<file path="config.mk">
export PLATFORM = sky130hd
export DESIGN_NAME = lsu_mem_ctrl
export DESIGN_NICKNAME = d
export VERILOG_FILES = /design/src/rtl/lsu_pkg.sv /design/src/rtl/lsu_lane_align.sv /design/src/rtl/lsu_mem_ctrl.sv
export SDC_FILE = /design/constraint.sdc
export NUM_CORES = 1
export LEC_CHECK = 0
export CORE_MARGIN = 1
export CORE_UTILIZATION = 47
export CTS_BUF_LIST = sky130_fd_sc_hd__clkbuf_2 sky130_fd_sc_hd__clkbuf_4 sky130_fd_sc_hd__clkbuf_8
export DETAILED_ROUTE_END_ITERATION = 10
export HOLD_SLACK_MARGIN = 0.03
export PLACE_DENSITY = 0.75
export SYNTH_ARGS = -nofsm -noshare
export SYNTH_HDL_FRONTEND = slang
export SYNTH_HIERARCHICAL = 1
export SYNTH_SLANG_ARGS = --single-unit
</file>
<file path="constraint.sdc">
create_clock -name clk_i -period 3.1 [get_ports clk_i]
set_clock_uncertainty 0.2 [all_clocks]
set_input_delay 0.31 -clock clk_i [delete_from_list [all_inputs] [get_ports clk_i]]
set_output_delay 0.31 -clock clk_i [all_outputs]
set_load 0.02 [all_outputs]
</file>
<file path="src/rtl/lsu_pkg.sv">
// Shared definitions for the load/store unit: funct3 codes, FSM encoding,
// byte-mask constants and the alignment check.
package lsu_pkg;

  localparam int WIDTH = 64;

  localparam logic [2:0] F3_B  = 3'b000;
  localparam logic [2:0] F3_H  = 3'b001;
  localparam logic [2:0] F3_W  = 3'b010;
  localparam logic [2:0] F3_D  = 3'b011;
  localparam logic [2:0] F3_BU = 3'b100;
  localparam logic [2:0] F3_HU = 3'b101;
  localparam logic [2:0] F3_WU = 3'b110;

  localparam logic [7:0] MASK_B = 8'h01;
  localparam logic [7:0] MASK_H = 8'h03;
  localparam logic [7:0] MASK_W = 8'h0F;
  localparam logic [7:0] MASK_D = 8'hFF;

  typedef enum logic [1:0] {
    IDLE   = 2'd0,
    ACCESS = 2'd1,
    WRITE  = 2'd2,
    RESP   = 2'd3
  } state_t;

  // funct3[1:0] encodes the access size for every legal code.
  function automatic logic [7:0] size_mask(input logic [1:0] size);
    case (size)
      2'b00:   return MASK_B;
      2'b01:   return MASK_H;
      2'b10:   return MASK_W;
      default: return MASK_D;
    endcase
  endfunction

  function automatic logic misaligned(input logic [2:0] funct3, input logic [2:0] lane);
    case (funct3[1:0])
      2'b01:   return lane[0];
      2'b10:   return lane[1:0] != 2'b00;
      2'b11:   return lane != 3'b000;
      default: return 1'b0;
    endcase
  endfunction

endpackage

</file>
<file path="src/rtl/lsu_lane_align.sv">
// Combinational byte-lane logic: load extraction with sign/zero extension,
// and the store merge that replaces only the masked byte lanes.
module lsu_lane_align
  import lsu_pkg::*;
(
  input  logic [2:0]       funct3,
  input  logic [2:0]       lane,
  input  logic [WIDTH-1:0] rd_word,
  input  logic [WIDTH-1:0] wdata,
  output logic [WIDTH-1:0] load_data,
  output logic [WIDTH-1:0] merged
);

  logic [5:0]       bit_shift;
  logic [WIDTH-1:0] shifted;
  logic [WIDTH-1:0] wdata_sh;
  logic [WIDTH-1:0] bit_mask;
  logic [7:0]       byte_mask;
  logic             zext;

  assign bit_shift = {lane, 3'b000};
  assign zext      = funct3[2];

  always_comb begin
    shifted   = rd_word >> bit_shift;
    load_data = shifted;
    case (funct3[1:0])
      2'b00:   load_data = {{56{shifted[7]  & ~zext}}, shifted[7:0]};
      2'b01:   load_data = {{48{shifted[15] & ~zext}}, shifted[15:0]};
      2'b10:   load_data = {{32{shifted[31] & ~zext}}, shifted[31:0]};
      default: load_data = shifted;
    endcase
  end

  always_comb begin
    byte_mask = size_mask(funct3[1:0]) << lane;
    bit_mask  = '0;
    for (int i = 0; i < 8; i++) begin
      bit_mask[8*i +: 8] = {8{byte_mask[i]}};
    end
    wdata_sh = wdata << bit_shift;
    merged   = (rd_word & ~bit_mask) | (wdata_sh & bit_mask);
  end

endmodule

</file>
<file path="src/rtl/lsu_mem_ctrl.sv">
// Load/store initiator for the 64-bit doubleword data memory: decodes a
// byte-addressed request, runs the memory access, and returns one response.
module lsu_mem_ctrl
  import lsu_pkg::*;
#(
  parameter int DEPTH = 5,
  parameter int ABITS = DEPTH + 3
) (
  input  logic             clk_i,
  input  logic             rst_ni,
  input  logic             req_valid_i,
  output logic             req_ready_o,
  input  logic             req_we_i,
  input  logic [2:0]       req_funct3_i,
  input  logic [ABITS-1:0] req_addr_i,
  input  logic [WIDTH-1:0] req_wdata_i,
  output logic             rsp_valid_o,
  input  logic             rsp_ready_i,
  output logic [WIDTH-1:0] rsp_rdata_o,
  output logic             rsp_err_o,
  output logic             mem_wr_en_o,
  output logic [DEPTH-1:0] mem_addr_wr_o,
  output logic [WIDTH-1:0] mem_data_wr_o,
  output logic             mem_rd_en_o,
  output logic [DEPTH-1:0] mem_addr_rd_o,
  input  logic [WIDTH-1:0] mem_data_rd_i,
  output logic [1:0]       dbg_state_o
);

  // Handshakes: a transfer happens on a rising edge where valid && ready;
  // a valid response holds its payload until accepted, and ready never
  // depends on valid of the same channel.

  state_t           state_q, state_d;
  logic             we_q;
  logic [2:0]       f3_q;
  logic [ABITS-1:0] addr_q;
  logic [WIDTH-1:0] wdata_q;
  logic [WIDTH-1:0] rdata_q;
  logic [WIDTH-1:0] merged_q;
  logic             err_q;

  logic             accept;
  logic             req_err;
  logic [DEPTH-1:0] index;
  logic [WIDTH-1:0] load_data;
  logic [WIDTH-1:0] merged;

  assign accept  = req_valid_i && req_ready_o;
  assign req_err = (req_funct3_i == 3'b111) || (req_we_i && req_funct3_i[2]) ||
                   misaligned(req_funct3_i, req_addr_i[2:0]);
  assign index   = addr_q[ABITS-1:3];

  lsu_lane_align u_align (
    .funct3    (f3_q),
    .lane      (addr_q[2:0]),
    .rd_word   (mem_data_rd_i),
    .wdata     (wdata_q),
    .load_data (load_data),
    .merged    (merged)
  );

  always_ff @(posedge clk_i or negedge rst_ni) begin
    if (!rst_ni) begin
      state_q <= IDLE;
    end else begin
      state_q <= state_d;
    end
  end

  always_comb begin
    state_d       = state_q;
    req_ready_o   = 1'b0;
    mem_wr_en_o   = 1'b0;
    mem_addr_wr_o = '0;
    mem_data_wr_o = '0;
    mem_rd_en_o   = 1'b0;
    mem_addr_rd_o = '0;
    case (state_q)
      IDLE: begin
        req_ready_o = 1'b1;
        if (req_valid_i) state_d = req_err ? RESP : ACCESS;
      end
      ACCESS: begin
        if (!we_q) begin
          mem_rd_en_o   = 1'b1;
          mem_addr_rd_o = index;
          state_d       = RESP;
        end else if (f3_q[1:0] == 2'b11) begin
          mem_wr_en_o   = 1'b1;
          mem_addr_wr_o = index;
          mem_data_wr_o = wdata_q;
          state_d       = RESP;
        end else begin
          // Sub-doubleword store: read the old word so untouched lanes survive.
          mem_rd_en_o   = 1'b1;
          mem_addr_rd_o = index;
          state_d       = WRITE;
        end
      end
      WRITE: begin
        mem_wr_en_o   = 1'b1;
        mem_addr_wr_o = index;
        mem_data_wr_o = merged_q;
        state_d       = RESP;
      end
      RESP: begin
        if (rsp_ready_i) state_d = IDLE;
      end
      default: state_d = IDLE;
    endcase
  end

  always_ff @(posedge clk_i or negedge rst_ni) begin
    if (!rst_ni) begin
      we_q     <= 1'b0;
      f3_q     <= '0;
      addr_q   <= '0;
      wdata_q  <= '0;
      rdata_q  <= '0;
      merged_q <= '0;
      err_q    <= 1'b0;
    end else begin
      if (accept) begin
        we_q    <= req_we_i;
        f3_q    <= req_funct3_i;
        addr_q  <= req_addr_i;
        wdata_q <= req_wdata_i;
        err_q   <= req_err;
        rdata_q <= '0;
      end
      if (state_q == ACCESS && !we_q) rdata_q  <= load_data;
      if (state_q == ACCESS && we_q)  merged_q <= merged;
    end
  end

  assign rsp_valid_o = (state_q == RESP);
  assign rsp_rdata_o = rsp_valid_o ? rdata_q : '0;
  assign rsp_err_o   = rsp_valid_o & err_q;
  assign dbg_state_o = state_q;

endmodule

</file>
==> results of run 1 <==
-- power breakdown --
group | internal [mW] | switching [mW]
sequential | 3.94 | 1.45
combinational | 5.53 | 6.43
clock | 1.70 | 1.16
total | 11.2 | 9.03
-- layer usage --
metal | up-vias | track usage (%)
li1 | 5364 | -
met1 | 5949 | 42.9
met2 | 592 | 49.3
met3 | 130 | 5.50
met4 | 2 | 13.4
met5 | - | 0
-- what timing repair did --
action,CTS,global route
gates resized for setup,70,10
hold endpoints to repair,93,0
cloned,0,1
pin swaps,0,0
setup endpoints to repair,70,74
hold buffers,1,0
-- cell families after synthesis --
group           after synthesis
mux                         303
fa+ha+maj                     4
flops                       207
buf+inv                     139
simple gates                372
compound gates              284
-- registers in the layout, summed over array words and instances (netlist names) --
register / flops
dbg_state_o: 2
addr_q: 8
rdata_q: 64
err_q: 1
we_q: 1
wdata_q: 64
f3_q: 3
merged_q: 64
-- placed cells by master (no fill, tap or decap), types with 18 or more instances in the layout --
master / n
a21oi_1: 21
a22o_1: 64
clkdlybuf4s50_1: 217
mux2_1: 18
mux2_2: 157
dlygate4sd2_1: 63
nor2_1: 42
clkbuf_8: 48
nand2_1: 135
mux4_2: 29
nand4_1: 24
dfrtp_1: 205
a22oi_1: 64
and2_1: 73
buf_4: 46
nor2b_1: 74
o21ai_0: 28
mux2i_1: 98
-- critical path: stages (launching register included) --
cell and delay, ns:
dfrtp_1 0.43, inv_1 0.12, ha_2 0.23, and4_4 0.30, buf_12 0.22, a22oi_1 0.12, nor2b_1 0.15, dlygate4sd2_1 0.36
-- metrics by stage --
step	util [%]	instance area (µm²)	power (mW)	TNS [ns]	std cells
finish	61.8	17700	20.2	0	1979
global route	61.8	17700	21.3	0	1979
CTS	61.6	17700	20.0	-0.160	1977
detailed placement	59.0	16900	17.3	0	1912
global placement	59.0	16900	17.1	0	1912
floorplan	-	13700	13.3	0	1309
-- cell type report --
| type | instances | area share, % |
|---|---|---|
| Antenna cell | 1 | 0.0141 |
| Clock buffer | 54 | 3.94 |
| Clock inverter | 10 | 0.755 |
| Inverter | 14 | 0.296 |
| Multi-Input combinational cell | 963 | 43.9 |
| Sequential cell | 207 | 29.2 |
| Tap cell | 384 | 2.71 |
| Timing Repair Buffer | 346 | 19.1 |
-- path summary, 6_finish.rpt --
path                                  from                 to  slack [ns]
min in group asynchronous           rst_ni        rdata_q[12]        0.26
max in group asynchronous           rst_ni        wdata_q[50]        1.66
hold reg to reg                      err_q              err_q        0.28
setup reg to reg                 addr_q[0]       merged_q[52]        0.35
hold / removal             req_wdata_i[23]        wdata_q[23]        0.17
setup / recovery            dbg_state_o[1]  mem_data_wr_o[42]        0.12
==> impl_results.md, run 1 <==
- Status: complete, no violations
- Initial antenna violation count: 2
- Yosys reg bits: 207
- WHS Path Cells: 2
- # clock sinks: 207
- Slew HR: 44.0%
- M1 wire length: 19900 µm
- Grt ovf: 0
- Critical Path AT: 2.47 ns
- Post-CTS Setup Bufs: 0
- Core Region: 28700 µm²
- Setup ws final: 0.117 ns
- Clock root cell: clkbuf_8
- WP data required: 2.59 ns
- MaxCap Viol Count: 0
- P&R area growth vs syn: 29.4%
- Least-Margin Pin Slew: 0.841 ns
- Ys async rst share: 100%
- Most frequent cell after synthesis: dfrtp_1
- Starting Density: 47.7%
- Post-synth EDFFs: 0
- Crit-path max FO: 33
- FF/Latch Area: 5180 µm²
- R2R cell count: 6
- Post-Synth Simple-Gate Area: 13.9%
- Global-route wire length before repair: 72200 µm
- DR vias/cell: 6.08
- Compound-Gate Fraction of Synth Area: 15.8%
- VDD IR max: 0.000589 V
- WL final: 47800 µm
- Largest net degree at the start of global routing: 99
- Worst skew pair latency: 0.53 ns
- Die Area: 29800 µm²
- Tcrit/Tclk final: 96.2%
- Max layer used: met5
- RSZ-0062 raised after global routing: false
- Startpoint types: flop
- Final hold violation count: 0
- Drt first pass iters: 5
- WS Path Type: reg2out
- Final-report max-slew violation count: 0
- Syn Inst Count: 1309
- Row count: 62
- Synth area leaders: dfrtp_1, mux2_2, mux2i_1
- Die width: 173 µm
- Area occupied by multi-input gates: 7780 µm²
- Final net count: 1716
- Total GRT Usage: 31.4%
- Synth Area per Inst: 10.5 µm²
- Register area share after synthesis: 37.8%
- Largest family of logic cells by synthesized area: multiplexers
- Final setup viols: 0
- Vias in the first global route: 11800
- # IOs: 289
- Starting DRT DRC Count: 1183
- Synth cell count leaders: dfrtp_1, mux2_2, nand2_1
- Final Hold Slack: 0.167 ns
- Clock-pin slew on the worst setup and hold paths: 0.06 ns
- Total CTS buffers: 36
- Critical path endpoint category: output port
- Met2 wire length: 22200 µm
- Ys flop type: dfrtp_1
- Wire length on met3: 3650 µm
- Mux cell area share after synthesis: 26.4%
- Detailed placer's ending HPWL: 35500 µm
- Synth warnings: 6
- DRC Markers: 0
- Xor-xnor portion of the synthesized cell area: 0%
- CTS H-tree depth: 2
- Yosys top cell by area: dfrtp_1
- I/O Buffers: 288
- Syn nets: 1457
- Worst slack, placed: 0.303 ns
- Leak: 7.75 nW
- Die Y: 173 µm
- Bufs on Longest Clock Path: 3
- Mapped Area: 13700 µm²
- Pwr/cell area: 1140 nW/µm²
- Share of cells above drive strength 1: 20.6%
- Post-synthesis adder-cell area fraction: 0.365%
- Final min period: 2.98 ns
- Hold Path Class: in2reg
- Fillers: 2423
- Final Wtd Congestion: 0.940
- TritonCTS clock tree: done
- WL/cell: 24.2 µm
- Max Fclk: 335 MHz
- Synth cell types: 61
- Routed Antenna Nets: 0
- Share of the synthesized area in the top cell type: 37.8%
- Vias: 12000
Note: power is estimated with default switching activity, not from simulation.
==> run 2, diff against run 1 <==
CORE_ASPECT_RATIO = 2   (was not set)
MAX_ROUTING_LAYER = met4   (was not set)
PLACE_DENSITY = 0.79   (was 0.75)
==> run 2 against run 1 <==
  * The run now ends with DRC left
  * Worst setup slack worse by 0.029 ns
  * Routed wire length up 16%
  * First-iteration DRC count down 13%
  * Critical path depth unchanged
  * Utilization down 0.16 points
  * Critical path type unchanged
  * Highest routed layer is now met4
==> impl_results.md, run 2 (synthesis gave the netlist of run 1 again) <==
- Status: finished, violations left
- Failing checks: DRC
- # clock sinks: 207
- Regs by FF count: merged_q (64), rdata_q (64), wdata_q (64)
- Slowest-stage cell, CP: dfrtp_2
- Critical Path AT: 2.50 ns
- TritonCTS clock tree: done
- Vias: 12500
- Largest net degree at the start of global routing: 68
- Starting Density: 47.7%
- WS Path Type: reg2out
- Initial antenna violation count: 3
- WP data required: 2.59 ns
- DRC Markers: 4
- Least-Margin Pin Slew: 0.750 ns
- MaxCap Viol Count: 0
- VDD IR max: 0.000665 V
- Area occupied by multi-input gates: 7790 µm²
- Fillers: 2461
- Startpoint types: flop
- Final net count: 1744
- DR vias/cell: 6.28
- Final min period: 3.01 ns
- Clock root cell: clkbuf_8
- Die width: 123 µm
- Final setup viols: 0
- Most frequent cells in the layout: clkdlybuf4s50_1, dfrtp_1, mux2_2, nand2_1, mux2i_1
- Global-route wire length before repair: 80700 µm
- Critical path endpoint category: output port
- FF/Latch Area: 5190 µm²
- Max Fclk: 332 MHz
- Final Wtd Congestion: 1.01
- Max incr delay on CP: 0.44 ns
- Starting DRT DRC Count: 1033
- WL/cell: 27.9 µm
- Die Y: 243 µm
- Bufs on Longest Clock Path: 3
- RSZ-0062 raised after global routing: true
- Final-report max-slew violation count: 0
- Die Area: 29900 µm²
- Crit-path max FO: 7
- Core Region: 28700 µm²
- Share of cells above drive strength 1: 26.0%
- # IOs: 289
- Drt first pass iters: 8
- CTS H-tree depth: 1
- Total CTS buffers: 30
- Reg-to-reg setup timing slack: 0.28 ns
- Routed Antenna Nets: 0
- Utilization after layout: 61.6%
- Slew HR: 50.0%
- Detailed placer's ending HPWL: 42600 µm
- Worst path bufs/invs: 3
- Total GRT Usage: 38.6%
- P&R area growth vs syn: 29.2%
- Tcrit/Tclk final: 97.1%
- Leak: 7.63 nW
- Vias in the first global route: 12700
- Pwr/cell area: 1170 nW/µm²
- Row count: 88
- WL final: 55300 µm
- Grt ovf: 0
- Worst skew pair latency: 0.62 ns
- Critical-path cell list: inv_1 > ha_2 > and4_4 > buf_12 > o21ai_1 > nor2_1 > clkdlybuf4s15_2
- Hold Path Class: in2async
- Dpl cells: 1918
- Non-filler cells, final: 1983
- Final hold violation count: 0
- CP delay by family, top: buffers and inverters
- Clock-pin slew on the worst setup and hold paths: 0.07 ns
- Final Hold Slack: 0.0333 ns
- I/O Buffers: 288
- Commonest non-fill, non-tap cell in the layout: clkdlybuf4s50_1
-- run 2: cell types whose count changed in the layout (fill, tap and decap cells not counted), sizes merged --
cell	delta
buf	+40
diode	+4
clkinv	+1
clkbuf	+41
dlymetal6s2s	-1
clkinvlp	-2
bufinv	-2
dlygate4sd2	-63
clkdlybuf4s15	+10
-- run 2: final timing paths --
path	start	to	cells past startpoint
max	dbg_state_o[1]	mem_addr_wr_o[0]	7
min	rst_ni	rdata_q[3]	2
max reg2reg	addr_q[2]	merged_q[38]	5
min reg2reg	rdata_q[2]	rdata_q[2]	1
max in group asynchronous	rst_ni	merged_q[43]	3
min in group clk_i	req_wdata_i[29]	wdata_q[29]	2
-- run 2: worst register-to-register path: stages, from the launching register on --
cell and delay, ns:
dfrtp_1 0.70, nor2b_1 0.20, a221oi_4 0.74, a221oi_1 0.11
a21oi_1 0.54, mux2_2 0.27
-- run 2: timing repair --
item / 4_1_cts / 5_1_grt
buffers inserted: 0 / 3
endpoints found under the setup margin: 76 / 89
resized for setup: 115 / 105
hold buffers: 1 / 0
endpoints found under the hold margin: 179 / 0
cloned: 1 / 1
pin swaps: 0 / 0
-- run 2: through the flow --
step | power (mW) | area, µm² | TNS, ns | setup WS (ns)
2_1_floorplan | 13.3 | 13700 | 0 | 0.777
3_3_place_gp | 18.0 | 17100 | 0 | 0.320
3_5_place_dp | 18.2 | 17100 | 0 | 0.266
4_1_cts | 20.5 | 17800 | -0.00531 | -0.00531
5_1_grt | 21.7 | 17700 | -0.00667 | -0.00667
6_report | 20.7 | 17700 | 0 | 0.0887
-- run 2: per-layer routing --
metal | track usage (%) | up-vias | share of wire (%)
li1 | - | 5408 | -
met1 | 39.3 | 6162 | 33
met5 | - | - | 0
met3 | 4.00 | 241 | 4.7
met2 | 65.0 | 642 | 52
met4 | 32.5 | 0 | 10
-- run 2: final cells by class --
type | instances | area share, %
multi-input combinational | 963 | 44.0
sequential | 207 | 29.3
timing repair buffer | 380 | 19.9
clock buffer | 47 | 3.48
tap | 360 | 2.54
clock inverter | 7 | 0.360
inverter | 14 | 0.297
antenna | 5 | 0.0707
-- run 2: power breakdown --
part | leakage, nW | switching, mW | internal [mW]
clock network | 0.363 | 1.10 | 1.34
logic | 4.72 | 7.07 | 5.79
registers | 2.55 | 1.49 | 3.94
total | 7.63 | 9.66 | 11.1
==> run 3, diff against run 2 <==
GPL_TIMING_DRIVEN = 0   (was not set)
==> run 3 against run 2 <==
  * The run ends with DRC, setup timing left
  * Worst hold slack better by 0.041 ns
  * Clock-buffer cell count is 2 lower
  * Total power increased by 7.3%
  * Register-to-register slack got worse by 0.34 ns
  * Final cell count rose by 2.0%
  * First-iteration DRC count up 4.8%
  * Worst setup slack worse by 0.15 ns
  * Routed wire length increased by 18%
  * Via count grew 4.7%
  * Critical path type is now reg2reg
  * Critical endpoint is now rdata_q[32]
  * Largest cell class unchanged
  * Largest power group unchanged
==> impl_results.md, run 3 (synthesis gave the netlist of run 1 again) <==
- Max incr delay on CP: 0.60 ns
- Leak: 7.93 nW
- Commonest non-fill, non-tap cell in the layout: dfrtp_1
- Regs by FF count: merged_q (64), rdata_q (64), wdata_q (64)
- I/O Buffers: 288
- Routed Antenna Nets: 0
- Pwr/cell area: 1240 nW/µm²
- Final net count: 1780
- Starting Density: 47.7%
- Crit-path max FO: 10
- Slowest-stage cell, CP: mux2i_2
- Global-route wire length before repair: 92300 µm
- CP delay by family, top: multiplexers
- Setup ws final: -0.0603 ns
- Reg-to-reg setup timing slack: -0.06 ns
- Row count: 88
- CTS H-tree depth: 1
- WL/cell: 32.4 µm
- Most used cell, CP: buf_6
- DRC Markers: 2
- Startpoint types: flop
- Tcrit/Tclk final: 102%
- Most frequent cells in the layout: dfrtp_1, clkdlybuf4s50_1, mux2_2, nand2_1, mux2i_1
- Max Fclk: 316 MHz
- Critical Path AT: 3.47 ns
- Worst path bufs/invs: 4
- MaxCap Viol Count: 0
- Non-filler cells, final: 2022
- DR vias/cell: 6.45
- Dpl cells: 1958
- WL final: 65500 µm
- WP data required: 3.41 ns
- Least-Margin Pin Slew: 1.40 ns
- Clock root cell: clkbuf_8
- Status: finished, violations left
- Final Hold Slack: 0.0743 ns
- Initial antenna violation count: 6
- Core Region: 28700 µm²
- Final hold violation count: 0
- Critical-path cell list: buf_6 > buf_12 > buf_6 > buf_6 > mux2i_2 > mux2i_1 > nand2_1 > nand4_1 > a22o_1
- # clock sinks: 207
- RR Endpoint: rdata_q[32]
- Detailed placer's ending HPWL: 51500 µm
- Post-DP Area: 17100 µm²
- WS Path Type: reg2reg
- Final-report max-slew violation count: 0
- Final Wtd Congestion: 1.08
- Worst r2r src: addr_q[0]
- Die width: 123 µm
- Total CTS buffers: 30
- Drt first pass iters: 8
- Grt ovf: 0
- Vias in the first global route: 13200
- Vias: 13000
- Share of cells above drive strength 1: 26.2%
- Die Area: 29900 µm²
- Final min period: 3.16 ns
- VDD IR max: 0.000715 V
- Die Y: 243 µm
- # IOs: 289
- Fin area: 17900 µm²
- Hold Path Class: in2async
- Critical path endpoint category: flop
- Clock-pin slew on the worst setup and hold paths: 0.07 ns
- Bufs on Longest Clock Path: 3
- Worst skew pair latency: 0.62 ns
- Starting DRT DRC Count: 1083
- R2R cell count: 9
- TritonCTS clock tree: done
- P&R area growth vs syn: 30.6%
- Total GRT Usage: 46.2%
- Failing checks: DRC, setup timing
- Final setup viols: 3
- Largest net degree at the start of global routing: 118
- RSZ-0062 raised after global routing: true
- Slew HR: 6.49%
[run 3: layout make-up]
cell class / count / area [µm²]
Inverter: 14 / 52.6
Antenna cell: 6 / 15.0
Buffer: 124 / 836
Tap cell: 360 / 450
Fill cell: 2373 / 10900
Timing Repair Buffer: 292 / 2720
Clock buffer: 45 / 594
Multi-Input combinational cell: 963 / 7830
Clock inverter: 11 / 205
Sequential cell: 207 / 5180
[run 3: metal layers]
metal	vias up	track usage [%]	share of wire (%)
met5	-	-	0
met4	0	43.9	11
met3	333	11.5	7.2
met2	805	75.8	51
met1	6405	42.5	30
li1	5491	-	-
[run 3: worst max path at each step]
stage                                   end      startpoint  slack, ns  cells after the start
final                           rdata_q[32]       addr_q[0]      -0.06                      9
after global routing            rdata_q[32]       addr_q[0]      -0.05                      9
after CTS                 mem_data_wr_o[25]  dbg_state_o[1]      -0.01                      8
after detailed placement  mem_data_wr_o[25]  dbg_state_o[0]      -0.50                      7
after global placement          wdata_q[36]          rst_ni      -6.83                      1
after floorplan                merged_q[48]       addr_q[0]       0.78                      6
[run 3: report_power, final]
| part | switching [mW] | internal [mW] |
|---|---|---|
| sequential | 1.50 | 3.93 |
| clock | 1.13 | 1.73 |
| combinational | 8.19 | 5.78 |
| total | 10.8 | 11.4 |
[run 3: worst reg2reg max path, cell delays in order, from the launching register on]
cell	delay, ns
dfrtp_1	0.50
buf_6	0.22
buf_12	0.18
buf_6	0.20
buf_6	0.21
mux2i_2	0.61
mux2i_1	0.39
nand2_1	0.15
nand4_1	0.16
a22o_1	0.24
[run 3: metrics by stage]
| step | setup slack, ns | setup TNS, ns | util (%) | power [mW] |
|---|---|---|---|---|
| final | -0.0603 | -0.102 | 62.2 | 22.2 |
| after global routing | -0.0525 | -0.206 | 62.2 | 22.9 |
| after floorplan | 0.777 | 0 | - | 13.3 |
| after CTS | -0.0122 | -0.0153 | 62.4 | 21.6 |
| after global placement | -6.83 | -1424.97 | 59.3 | 18.5 |
| after detailed placement | -0.499 | -19.95 | 59.4 | 18.7 |
[run 3: repair_timing]
| item | 4_1_cts | 5_1_grt |
|---|---|---|
| setup endpoints to repair | 142 | 119 |
| buffers inserted | 0 | 2 |
| endpoints found under the hold margin | 90 | 0 |
| hold buffers | 1 | 0 |
| gates resized for setup | 214 | 92 |
| pin swaps | 0 | 0 |
